### src/rtl/conv_row_loader_pkg.sv
// rtl/conv_row_loader_pkg.sv - shared sizes and state encoding for the convolution row loader
// Contents: default RF geometry and pixel width, frame height, loader state enum,
//           and a counter-width helper that never returns zero.
package conv_row_loader_pkg;

  localparam int SHIFT_RF_2D_COL      = 8;
  localparam int SHIFT_RF_2D_ROW      = 8;
  localparam int DATA_WIDTH           = 16;
  localparam int SHIFT_RF_2D_ROW_WORD = SHIFT_RF_2D_COL * DATA_WIDTH;
  localparam int CONV_FRAME_ROWS      = 16;

  typedef enum logic [2:0] {
    LDR_IDLE  = 3'd0,
    LDR_FILL  = 3'd1,
    LDR_ROW   = 3'd2,
    LDR_SLIDE = 3'd3,
    LDR_DONE  = 3'd4
  } ldr_state_t;

  // Index width for a counter covering 0..n-1; a single-entry counter still gets one bit.
  function automatic int cnt_width(input int n);
    return (n > 1) ? $clog2(n) : 1;
  endfunction

endpackage

### src/rtl/conv_row_loader_packer.sv
// rtl/conv_row_loader_packer.sv - packs accepted pixels into one RF row word
// Ports: clk, reset (async active-low), clear (drop partial row),
//        accept (pixel handshake fired), pix_in (pixel),
//        data (packed row word, slot k at bits [(k+1)*DATA_WIDTH-1 : k*DATA_WIDTH]),
//        row_full (combinational, high on the accept that fills the last slot).
module row_packer #(
  parameter int NUM_COL    = conv_row_loader_pkg::SHIFT_RF_2D_COL,
  parameter int DATA_WIDTH = conv_row_loader_pkg::DATA_WIDTH
) (
  input  logic                          clk,
  input  logic                          reset,
  input  logic                          clear,
  input  logic                          accept,
  input  logic [DATA_WIDTH-1:0]         pix_in,
  output logic [NUM_COL*DATA_WIDTH-1:0] data,
  output logic                          row_full
);
  import conv_row_loader_pkg::*;

  localparam int SW = cnt_width(NUM_COL);
  localparam logic [SW-1:0] LAST_SLOT = SW'(NUM_COL - 1);

  logic [SW-1:0] slot;

  assign row_full = accept && (slot == LAST_SLOT);

  always_ff @(posedge clk or negedge reset) begin
    if (!reset) begin
      slot <= '0;
    end else if (clear) begin
      slot <= '0;
    end else if (accept) begin
      slot <= row_full ? '0 : slot + SW'(1);
    end
  end

  // Only the addressed slot is written; the rest of the word keeps its old pixels.
  always_ff @(posedge clk or negedge reset) begin
    if (!reset) begin
      data <= '0;
    end else if (accept && !clear) begin
      for (int k = 0; k < NUM_COL; k++) begin
        if (slot == SW'(k)) begin
          data[k*DATA_WIDTH +: DATA_WIDTH] <= pix_in;
        end
      end
    end
  end

endmodule

### src/rtl/conv_row_loader.sv
// rtl/conv_row_loader.sv - feeds pixel rows into the 2D shift RF and sweeps column alignments
// Ports: clk, reset (async active-low), flush (restart frame),
//        pix_in/pix_valid/pix_ready (pixel stream handshake),
//        data (row word to RF), rowShift (push row), colShift (rotate columns),
//        win_valid (RF holds a valid window), col_idx (window alignment),
//        row_idx (frame index of last pushed row), frame_done (end-of-frame pulse).
module conv_row_loader #(
  parameter int NUM_COL    = conv_row_loader_pkg::SHIFT_RF_2D_COL,
  parameter int NUM_ROW    = conv_row_loader_pkg::SHIFT_RF_2D_ROW,
  parameter int DATA_WIDTH = conv_row_loader_pkg::DATA_WIDTH,
  parameter int FRAME_ROWS = conv_row_loader_pkg::CONV_FRAME_ROWS
) (
  input  logic                                                  clk,
  input  logic                                                  reset,
  input  logic                                                  flush,
  input  logic [DATA_WIDTH-1:0]                                 pix_in,
  input  logic                                                  pix_valid,
  output logic                                                  pix_ready,
  output logic [NUM_COL*DATA_WIDTH-1:0]                         data,
  output logic                                                  rowShift,
  output logic                                                  colShift,
  output logic                                                  win_valid,
  output logic [conv_row_loader_pkg::cnt_width(NUM_COL)-1:0]    col_idx,
  output logic [conv_row_loader_pkg::cnt_width(FRAME_ROWS)-1:0] row_idx,
  output logic                                                  frame_done
);
  import conv_row_loader_pkg::*;

  localparam int CW = cnt_width(NUM_COL);
  localparam int RW = cnt_width(FRAME_ROWS);
  localparam int LW = $clog2(NUM_ROW + 1);

  ldr_state_t    state;
  ldr_state_t    state_next;
  logic [RW-1:0] row_cnt;          // frame index the next pushed row will get
  logic [LW-1:0] rows_loaded;
  logic [LW-1:0] rows_loaded_inc;
  logic [CW-1:0] col_cnt;
  logic          accept;
  logic          row_full;
  logic          clear;
  logic          primed;
  logic          last_row;
  logic          last_col;
  logic          aborting;

  assign aborting        = flush && (state != LDR_IDLE);
  // Flush beats a same-cycle pixel: the handshake is suppressed so the pixel is dropped.
  assign accept          = pix_valid && pix_ready && !flush;
  assign clear           = aborting || (state == LDR_DONE);
  assign rows_loaded_inc = (rows_loaded == LW'(NUM_ROW)) ? rows_loaded : rows_loaded + LW'(1);
  assign primed          = (rows_loaded_inc == LW'(NUM_ROW));
  assign last_row        = (row_idx == RW'(FRAME_ROWS - 1));
  assign last_col        = (col_cnt == CW'(NUM_COL - 1));

  row_packer #(
    .NUM_COL    (NUM_COL),
    .DATA_WIDTH (DATA_WIDTH)
  ) u_packer (
    .clk      (clk),
    .reset    (reset),
    .clear    (clear),
    .accept   (accept),
    .pix_in   (pix_in),
    .data     (data),
    .row_full (row_full)
  );

  always_ff @(posedge clk or negedge reset) begin
    if (!reset) begin
      state <= LDR_IDLE;
    end else begin
      state <= state_next;
    end
  end

  always_comb begin
    state_next = state;
    case (state)
      LDR_IDLE:  state_next = LDR_FILL;
      LDR_FILL:  if (row_full) state_next = LDR_ROW;
      LDR_ROW: begin
        if (primed)        state_next = LDR_SLIDE;
        else if (last_row) state_next = LDR_DONE;
        else               state_next = LDR_FILL;
      end
      LDR_SLIDE: if (last_col) state_next = last_row ? LDR_DONE : LDR_FILL;
      LDR_DONE:  state_next = LDR_FILL;
      default:   state_next = LDR_IDLE;
    endcase
    if (aborting) begin
      state_next = LDR_FILL;
    end
  end

  always_comb begin
    pix_ready  = 1'b0;
    rowShift   = 1'b0;
    colShift   = 1'b0;
    win_valid  = 1'b0;
    frame_done = 1'b0;
    case (state)
      LDR_FILL:  pix_ready  = 1'b1;
      LDR_ROW:   rowShift   = 1'b1;
      LDR_SLIDE: begin
        colShift  = 1'b1;
        win_valid = 1'b1;
      end
      LDR_DONE:  frame_done = 1'b1;
      default:   ;
    endcase
  end

  // row_idx is loaded as the row completes so it is already valid during the rowShift cycle.
  always_ff @(posedge clk or negedge reset) begin
    if (!reset) begin
      row_idx <= '0;
    end else if ((state == LDR_FILL) && row_full) begin
      row_idx <= row_cnt;
    end
  end

  always_ff @(posedge clk or negedge reset) begin
    if (!reset) begin
      row_cnt     <= '0;
      rows_loaded <= '0;
    end else if (clear) begin
      row_cnt     <= '0;
      rows_loaded <= '0;
    end else if (state == LDR_ROW) begin
      rows_loaded <= rows_loaded_inc;
      if (row_cnt != RW'(FRAME_ROWS - 1)) begin
        row_cnt <= row_cnt + RW'(1);
      end
    end
  end

  // NUM_COL shifts bring the RF back to its original alignment, so the counter simply
  // restarts at 0 whenever the sweep is left (normally or by flush).
  always_ff @(posedge clk or negedge reset) begin
    if (!reset) begin
      col_cnt <= '0;
    end else if ((state == LDR_SLIDE) && (state_next == LDR_SLIDE)) begin
      col_cnt <= col_cnt + CW'(1);
    end else begin
      col_cnt <= '0;
    end
  end

  assign col_idx = col_cnt;

endmodule

### config.mk
export PLATFORM = sky130hd
export DESIGN_NAME = conv_row_loader
export DESIGN_NICKNAME = d
export VERILOG_FILES = /design/src/rtl/conv_row_loader_pkg.sv /design/src/rtl/conv_row_loader_packer.sv /design/src/rtl/conv_row_loader.sv
export SDC_FILE = /design/constraint.sdc
export NUM_CORES = 1
export LEC_CHECK = 0
export BUFFER_PORTS_ARGS = -buffer_cell sky130_fd_sc_hd__buf_2
export CAP_MARGIN = 20
export CELL_PAD_IN_SITES_DETAIL_PLACEMENT = 0
export CELL_PAD_IN_SITES_GLOBAL_PLACEMENT = 1
export CORE_UTILIZATION = 44
export CTS_BUF_LIST = sky130_fd_sc_hd__clkbuf_8
export CTS_CLUSTER_DIAMETER = 120
export DETAILED_ROUTE_END_ITERATION = 6
export GPL_TIMING_DRIVEN = 0
export PLACE_DENSITY = 0.87
export SKIP_CTS_REPAIR_TIMING = 1
export SYNTH_ARGS = -nofsm -noshare
export SYNTH_HDL_FRONTEND = slang
export SYNTH_SLANG_ARGS = --single-unit
### constraint.sdc
create_clock -name clk -period 2.3 [get_ports clk]
set_clock_uncertainty 0.2 [all_clocks]
set_input_delay 0 -clock clk [delete_from_list [all_inputs] [get_ports clk]]
set_output_delay 0 -clock clk [all_outputs]
set_load 0.005 [all_outputs]
==> impl_metrics.yaml, run 1 <==
outcome:
  status: "finished clean"
logic_synthesis:
  synth_seq_area_share_pct: 61.5
  synth_area_leaders: "dfrtp_1 61%, mux2_2 21%, mux2_4 2.5%"
  yosys.area.top_type: "dfrtp_1"
  yosysUniqueCellTypes: 43
  syn_avg_cell_area_sq_um: 15.4
  synth-edff-count: 0
  ys_ff_latch: 149
  syn_area_sq_um: 6070
  ys_warn_count: 0
  synth_cells: 393
  synth.most_common_cell: "dfrtp_1"
  synth_nets: 424
  synth_top_area_share_pct: 61.5
  yosys-top-cells-count: "149 x dfrtp_1, 114 x mux2_2, 13 x nor2_1, 11 x ha_1, 10 x mux2_4"
  async_flop_share_pct: 100
  synth_flop_cell: "dfrtp_1"
detailed_routing:
  drcViolationCount: 0
  wl_met3_um: 964
  wire_per_inst_um: 18.0
  top_layer_used: "met4"
  wl_met2_um: 6930
  met1_length_um: 6070
  via_per_inst: 5.00
  ant_nets: 0
  first_iter_violations: 182
  finalWirelength_um: 14200
  dr.pass1.iters: 4
  route.vias.total: 3934
layout:
  antenna_cells: 0
  area_growth_syn_to_layout_pct: 29.1
  n_fill_cell: 1094
  stdcell_area_sq_um: 7830
  final_cells: 787
  drive_gt1_share_pct: 56.5
  nNetsFinal: 629
setup_path:
  cp.depth: 7
  crit_buf_inv: 3
  cp_slowest_cell: "dfrtp_2"
  cp-startpoint: "state[2]"
  end_kind: "register"
  required_ns: 2.44
  cpMostUsedCell: "buf_8"
  path_cells: "nor3b_4, and3b_2, buf_8, and3_4, buf_8, clkbuf_16, mux2_4"
  cp_data_arrival_time_ns: 2.38
  max_stage_delay_ns: 0.47
  path_max_fanout: 8
  critPathKind: "reg -> reg"
  r2r-start: "state[2]"
  cpLargestDelayFamily: "simple AND/OR/NAND/NOR gates"
  r2r_cells: 7
  critPathLaunchType: "register"
pwr:
  finalPower_mw: 6.48
  comb_power_share_pct: 18.2
  p_int_mw: 4.81
  pwr-share-clk_pct: 30.9
  vdd_ir_drop_max_uv: 568
  switching_share_pct: 25.8
  power_density_nw_per_um2: 828
  p_switching_mw: 1.67
  p_leak_nw: 4.17
  power_frac_seq_pct: 50.9
die:
  fp.dieH_um: 119
  core_area_sq_um: 13300
  die_area_sq_um: 14300
  die_x_um: 119
  ios: 160
  row_count: 42
  start_util_pct: 45.4
timing:
  final_max_slew_viol_count: 0
  layout_min_cycle_time_ns: 2.25
  hold_violations: 0
  tightest_slew_ns: 0.634
  final.setup.tns_ns: 0
  hold_ws_ns: 0.0943
  period_share_pct: 97.7
  fmax_ghz: 0.445
  setup_viol: 0
  relSlewSlack_pct: 57.7
placed_design:
  placed_cell_area_sq_um: 7120
  routabilityCongestion: 0.786
  io_buffer_count: 159
  dp_hpwl_um: 9510
  dp_cells: 729
global_route:
  grt-ovfl-total: 0
  grt_util_all_layers_pct: 20.6
  grt_pass1_vias: 4005
  antenna_found_initial: 0
  grt_pass1_wl_um: 21600
  grt_max_degree: 84
hold_path:
  hold_start: "pix_valid"
  whs_path_depth: 5
  min_path_type: "in -> reg"
clock_tree:
  clk_path_buf_depth: 2
  cts.sinks: 149
  h-tree-depth: 4
  cts_tree: "yes"
  clk_pin_slew_worst_paths_ns: 0.08
  clk_latency_ns: 0.45
  clockRootBuffer: "clkbuf_8"
  cts_buffers: 17
run:
  maxCapViolations: 0
[state kept, by name, summed over array words and instances, names as in the netlist]
register / cells
u_packer.data: 128
row_cnt: 4
row_idx: 4
rows_loaded: 4
col_idx: 3
state: 3
u_packer.slot: 3
[path summary, 6_finish.rpt]
| check | to | slack (ns) |
|---|---|---|
| worst min register to register | col_idx[0] | 0.26 |
| worst min-delay path | u_packer.slot[2] | 0.09 |
| worst max-delay path | u_packer.data[110] | 0.05 |
| max in group asynchronous | u_packer.data[75] | 0.57 |
| worst max register to register | u_packer.data[110] | 0.05 |
| min in group asynchronous | u_packer.data[44] | 0.48 |
[per-stage QoR]
stage / utilization [%] / setup WS [ns]
final: 58.7 / 0.0539
after global routing: 58.7 / -0.0237
after CTS: 56.3 / -0.112
after detailed placement: 53.3 / -0.0720
after global placement: 53.1 / -0.964
after floorplan: - / 0.178
[routing by layer]
layer  GRT usage (%)  vias up
li1                -     1799
met5               0        -
met4            5.86        0
met3            9.43       16
met2            32.0      123
met1            25.7     1996
[worst reg2reg max path, delay by kind of cell, from the launching register on]
kind / cells / cell delay [ns]
buf+inv: 3 / 0.46
flops: 1 / 0.47
mux: 1 / 0.29
simple gates: 3 / 0.73
[power by group through the flow]
stage	clock (mW)	sequential [mW]	combinational [mW]
final	2.00	3.30	1.18
after global routing	2.17	3.35	1.29
after CTS	2.05	3.30	1.17
after detailed placement	0	3.34	1.17
after global placement	0	3.31	1.14
after floorplan	0	3.37	0.449
[cells in the final DEF (no fill, tap or decap), types with 2 or more instances in the layout]
| cell type | count |
|---|---|
| inv_1 | 12 |
| o31ai_1 | 2 |
| buf_8 | 3 |
| buf_2 | 160 |
| nand3_1 | 5 |
| dlygate4sd3_1 | 19 |
| nand2_1 | 9 |
| clkbuf_4 | 2 |
| mux2_2 | 114 |
| clkbuf_1 | 2 |
| xor2_1 | 4 |
| dfrtp_1 | 148 |
| a21oi_1 | 2 |
| nor2_1 | 13 |
| clkbuf_8 | 21 |
| bufinv_16 | 2 |
| a22o_1 | 2 |
| nand2b_1 | 2 |
| o21ai_0 | 4 |
| mux2_1 | 8 |
| buf_4 | 6 |
| mux2_4 | 10 |
| ha_1 | 11 |
| and3_1 | 5 |
| o22ai_1 | 2 |
| clkinv_4 | 2 |
| buf_12 | 3 |
| nor3_1 | 3 |
| nand3_4 | 3 |
| buf_6 | 6 |
[final cells by class]
type	count	area [sq um]	area share (%)
multi-input cells	220	2170	27.7
clock buffers	21	289	3.69
clock inverters	11	110	1.41
repair buffers	186	1110	14.2
flip-flops and latches	149	3730	47.6
inverters	7	26.3	0.336
well taps	176	220	2.81
plain buffers	17	169	2.16
[logic make-up after synthesis]
logic type               count (synthesis)  share of synthesized area (%)
adder cells (fa/ha/maj)                 11                           2.27
AND/OR/NAND/NOR                         54                           5.55
buffers and inverters                   24                           2.83
multiplexers                           132                           25.1
XOR/XNOR                                 4                          0.577
flip-flops                             149                           61.5
AO/OA/AOI/OAI                           19                           2.19
(Power assumes the default switching activity.)
==> run 2: changes to the inputs <==
--- a/config.mk
+++ b/config.mk
@@ -9,12 +9,12 @@
 export CAP_MARGIN = 20
 export CELL_PAD_IN_SITES_DETAIL_PLACEMENT = 0
 export CELL_PAD_IN_SITES_GLOBAL_PLACEMENT = 1
-export CORE_UTILIZATION = 44
+export CORE_UTILIZATION = 40
 export CTS_BUF_LIST = sky130_fd_sc_hd__clkbuf_8
 export CTS_CLUSTER_DIAMETER = 120
 export DETAILED_ROUTE_END_ITERATION = 6
 export GPL_TIMING_DRIVEN = 0
-export PLACE_DENSITY = 0.87
+export PLACE_DENSITY = 0.83
 export SKIP_CTS_REPAIR_TIMING = 1
 export SYNTH_ARGS = -nofsm -noshare
 export SYNTH_HDL_FRONTEND = slang
==> constraint.sdc (replaced) <==
create_clock -name clk -period 1.9 [get_ports clk]
set_clock_uncertainty 0.2 [all_clocks]
set_input_delay 0 -clock clk [delete_from_list [all_inputs] [get_ports clk]]
set_output_delay 0 -clock clk [all_outputs]
set_load 0.005 [all_outputs]
==> impl_metrics.yaml, run 2 (synthesis gave the netlist of run 1 again) <==
global_route:
  grt_util_all_layers_pct: 18.8
  grt-ovfl-total: 0
  grt_max_degree: 78
  grt_pass1_vias: 4095
  antenna_found_initial: 0
  grt_pass1_wl_um: 22600
pwr:
  vdd_ir_drop_max_uv: 617
  p_leak_nw: 4.42
  finalPower_mw: 7.95
  power_density_nw_per_um2: 938
setup_path:
  cp_slowest_cell: "dfrtp_1"
  required_ns: 2.04
  path_cells: "buf_6, nor3b_4, and3b_2, buf_8, and3_4, buf_8, clkbuf_16, mux2_4"
  max_stage_delay_ns: 0.38
  end_kind: "register"
  cp_data_arrival_time_ns: 2.36
  cpLargestDelayFamily: "simple AND/OR/NAND/NOR gates"
  path_max_fanout: 5
  critPathLaunchType: "register"
  crit_buf_inv: 4
  cpMostUsedCell: "buf_8"
  critPathKind: "reg -> reg"
detailed_routing:
  route.vias.total: 4106
  first_iter_violations: 199
  via_per_inst: 5.03
  ant_nets: 0
  wire_per_inst_um: 18.5
  finalWirelength_um: 15100
  drcViolationCount: 38
  dr.pass1.iters: 7
die:
  core_area_sq_um: 14600
  ios: 160
  die_area_sq_um: 15700
  fp.dieH_um: 125
  die_x_um: 125
  row_count: 44
  start_util_pct: 41.4
timing:
  layout_min_cycle_time_ns: 2.22
  final.setup.tns_ns: -31.53
  setup_viol: 138
  rsz0062_at_grt: "yes"
  hold_ws_ns: -0.0686
  hold_violations: 67
  setup_ws_ns: -0.320
  final_max_slew_viol_count: 0
  relSlewSlack_pct: 56.3
  period_share_pct: 117
  tightest_slew_ns: 0.655
  fmax_ghz: 0.450
placed_design:
  pre_cts_ws_ns: -0.423
  io_buffer_count: 159
  routabilityCongestion: 0.791
  dp_cells: 737
  dp_hpwl_um: 9650
layout:
  drive_gt1_share_pct: 61.1
  antenna_cells: 0
  nNetsFinal: 652
  final_common_cell: "buf_2"
  layout_common_cells: "158 x buf_2, 147 x dfrtp_1, 82 x mux2_2"
  largest_register_ffs: 128
  area_growth_syn_to_layout_pct: 39.7
  regMostFlops: "u_packer.data"
  final_cells: 817
clock_tree:
  h-tree-depth: 4
  clk_pin_slew_worst_paths_ns: 0.08
  cts.sinks: 149
  clk_latency_ns: 0.44
  cts_buffers: 17
  cts_tree: "yes"
  clockRootBuffer: "clkbuf_8"
  clk_path_buf_depth: 2
outcome:
  violations: "DRC, hold timing, setup timing"
  status: "finished with violations"
run:
  maxCapViolations: 0
hold_path:
  min_path_type: "in -> async"
## run 2: cell types whose count changed in the layout (fill, tap and decap cells not counted), moves of 6 or more
cell | previous run | this run
mux2_2 | 114 | 82
buf_6 | 6 | 17
clkinvlp_4 | 0 | 6
mux2_1 | 8 | 0
buf_12 | 3 | 14
mux2_4 | 10 | 50
## run 2: final cells by class
type | instances | area, sq um
fillers | 1168 | 6170
flip-flops and latches | 149 | 3730
multi-input cells | 220 | 2380
repair buffers | 210 | 1470
plain buffers | 16 | 255
clock buffers | 18 | 248
well taps | 184 | 230
clock inverters | 13 | 135
inverters | 7 | 26.3
## run 2: worst paths after layout
check | endpoint | slack (ns) | startpoint | depth (start not counted)
worst min register to register | col_idx[0] | 0.27 | col_idx[0] | 1
worst max register to register | u_packer.data[110] | -0.32 | state[1] | 8
worst max-delay path | u_packer.data[110] | -0.32 | state[1] | 8
max in group asynchronous | u_packer.data[120] | 0.27 | reset | 3
min in group clk | rows_loaded[1] | 0.14 | flush | 3
worst min-delay path | u_packer.data[44] | -0.07 | reset | 2
## run 2: where the power goes
| group | leakage [nW] | internal (mW) | switching (mW) | total (mW) |
|---|---|---|---|---|
| sequential | 1.96 | 3.71 | 0.282 | 3.99 |
| clock | 0.182 | 1.18 | 1.22 | 2.40 |
| combinational | 2.28 | 0.926 | 0.627 | 1.55 |
## run 2: routing by layer
metal,track usage (%),wire length (um),part of all wire (%)
met2,30.4,7310,48
met5,0,0,0
met3,5.26,839,5.6
met1,24.3,6830,45
met4,6.38,107,0.71
## run 2: through the flow
stage | utilization, % | cell area, sq um
3_3_place_gp | 49.3 | 7220
2_1_floorplan | - | 6200
4_1_cts | 52.2 | 7640
5_1_grt | 57.9 | 8470
6_report | 57.9 | 8470
3_5_place_dp | 49.6 | 7260
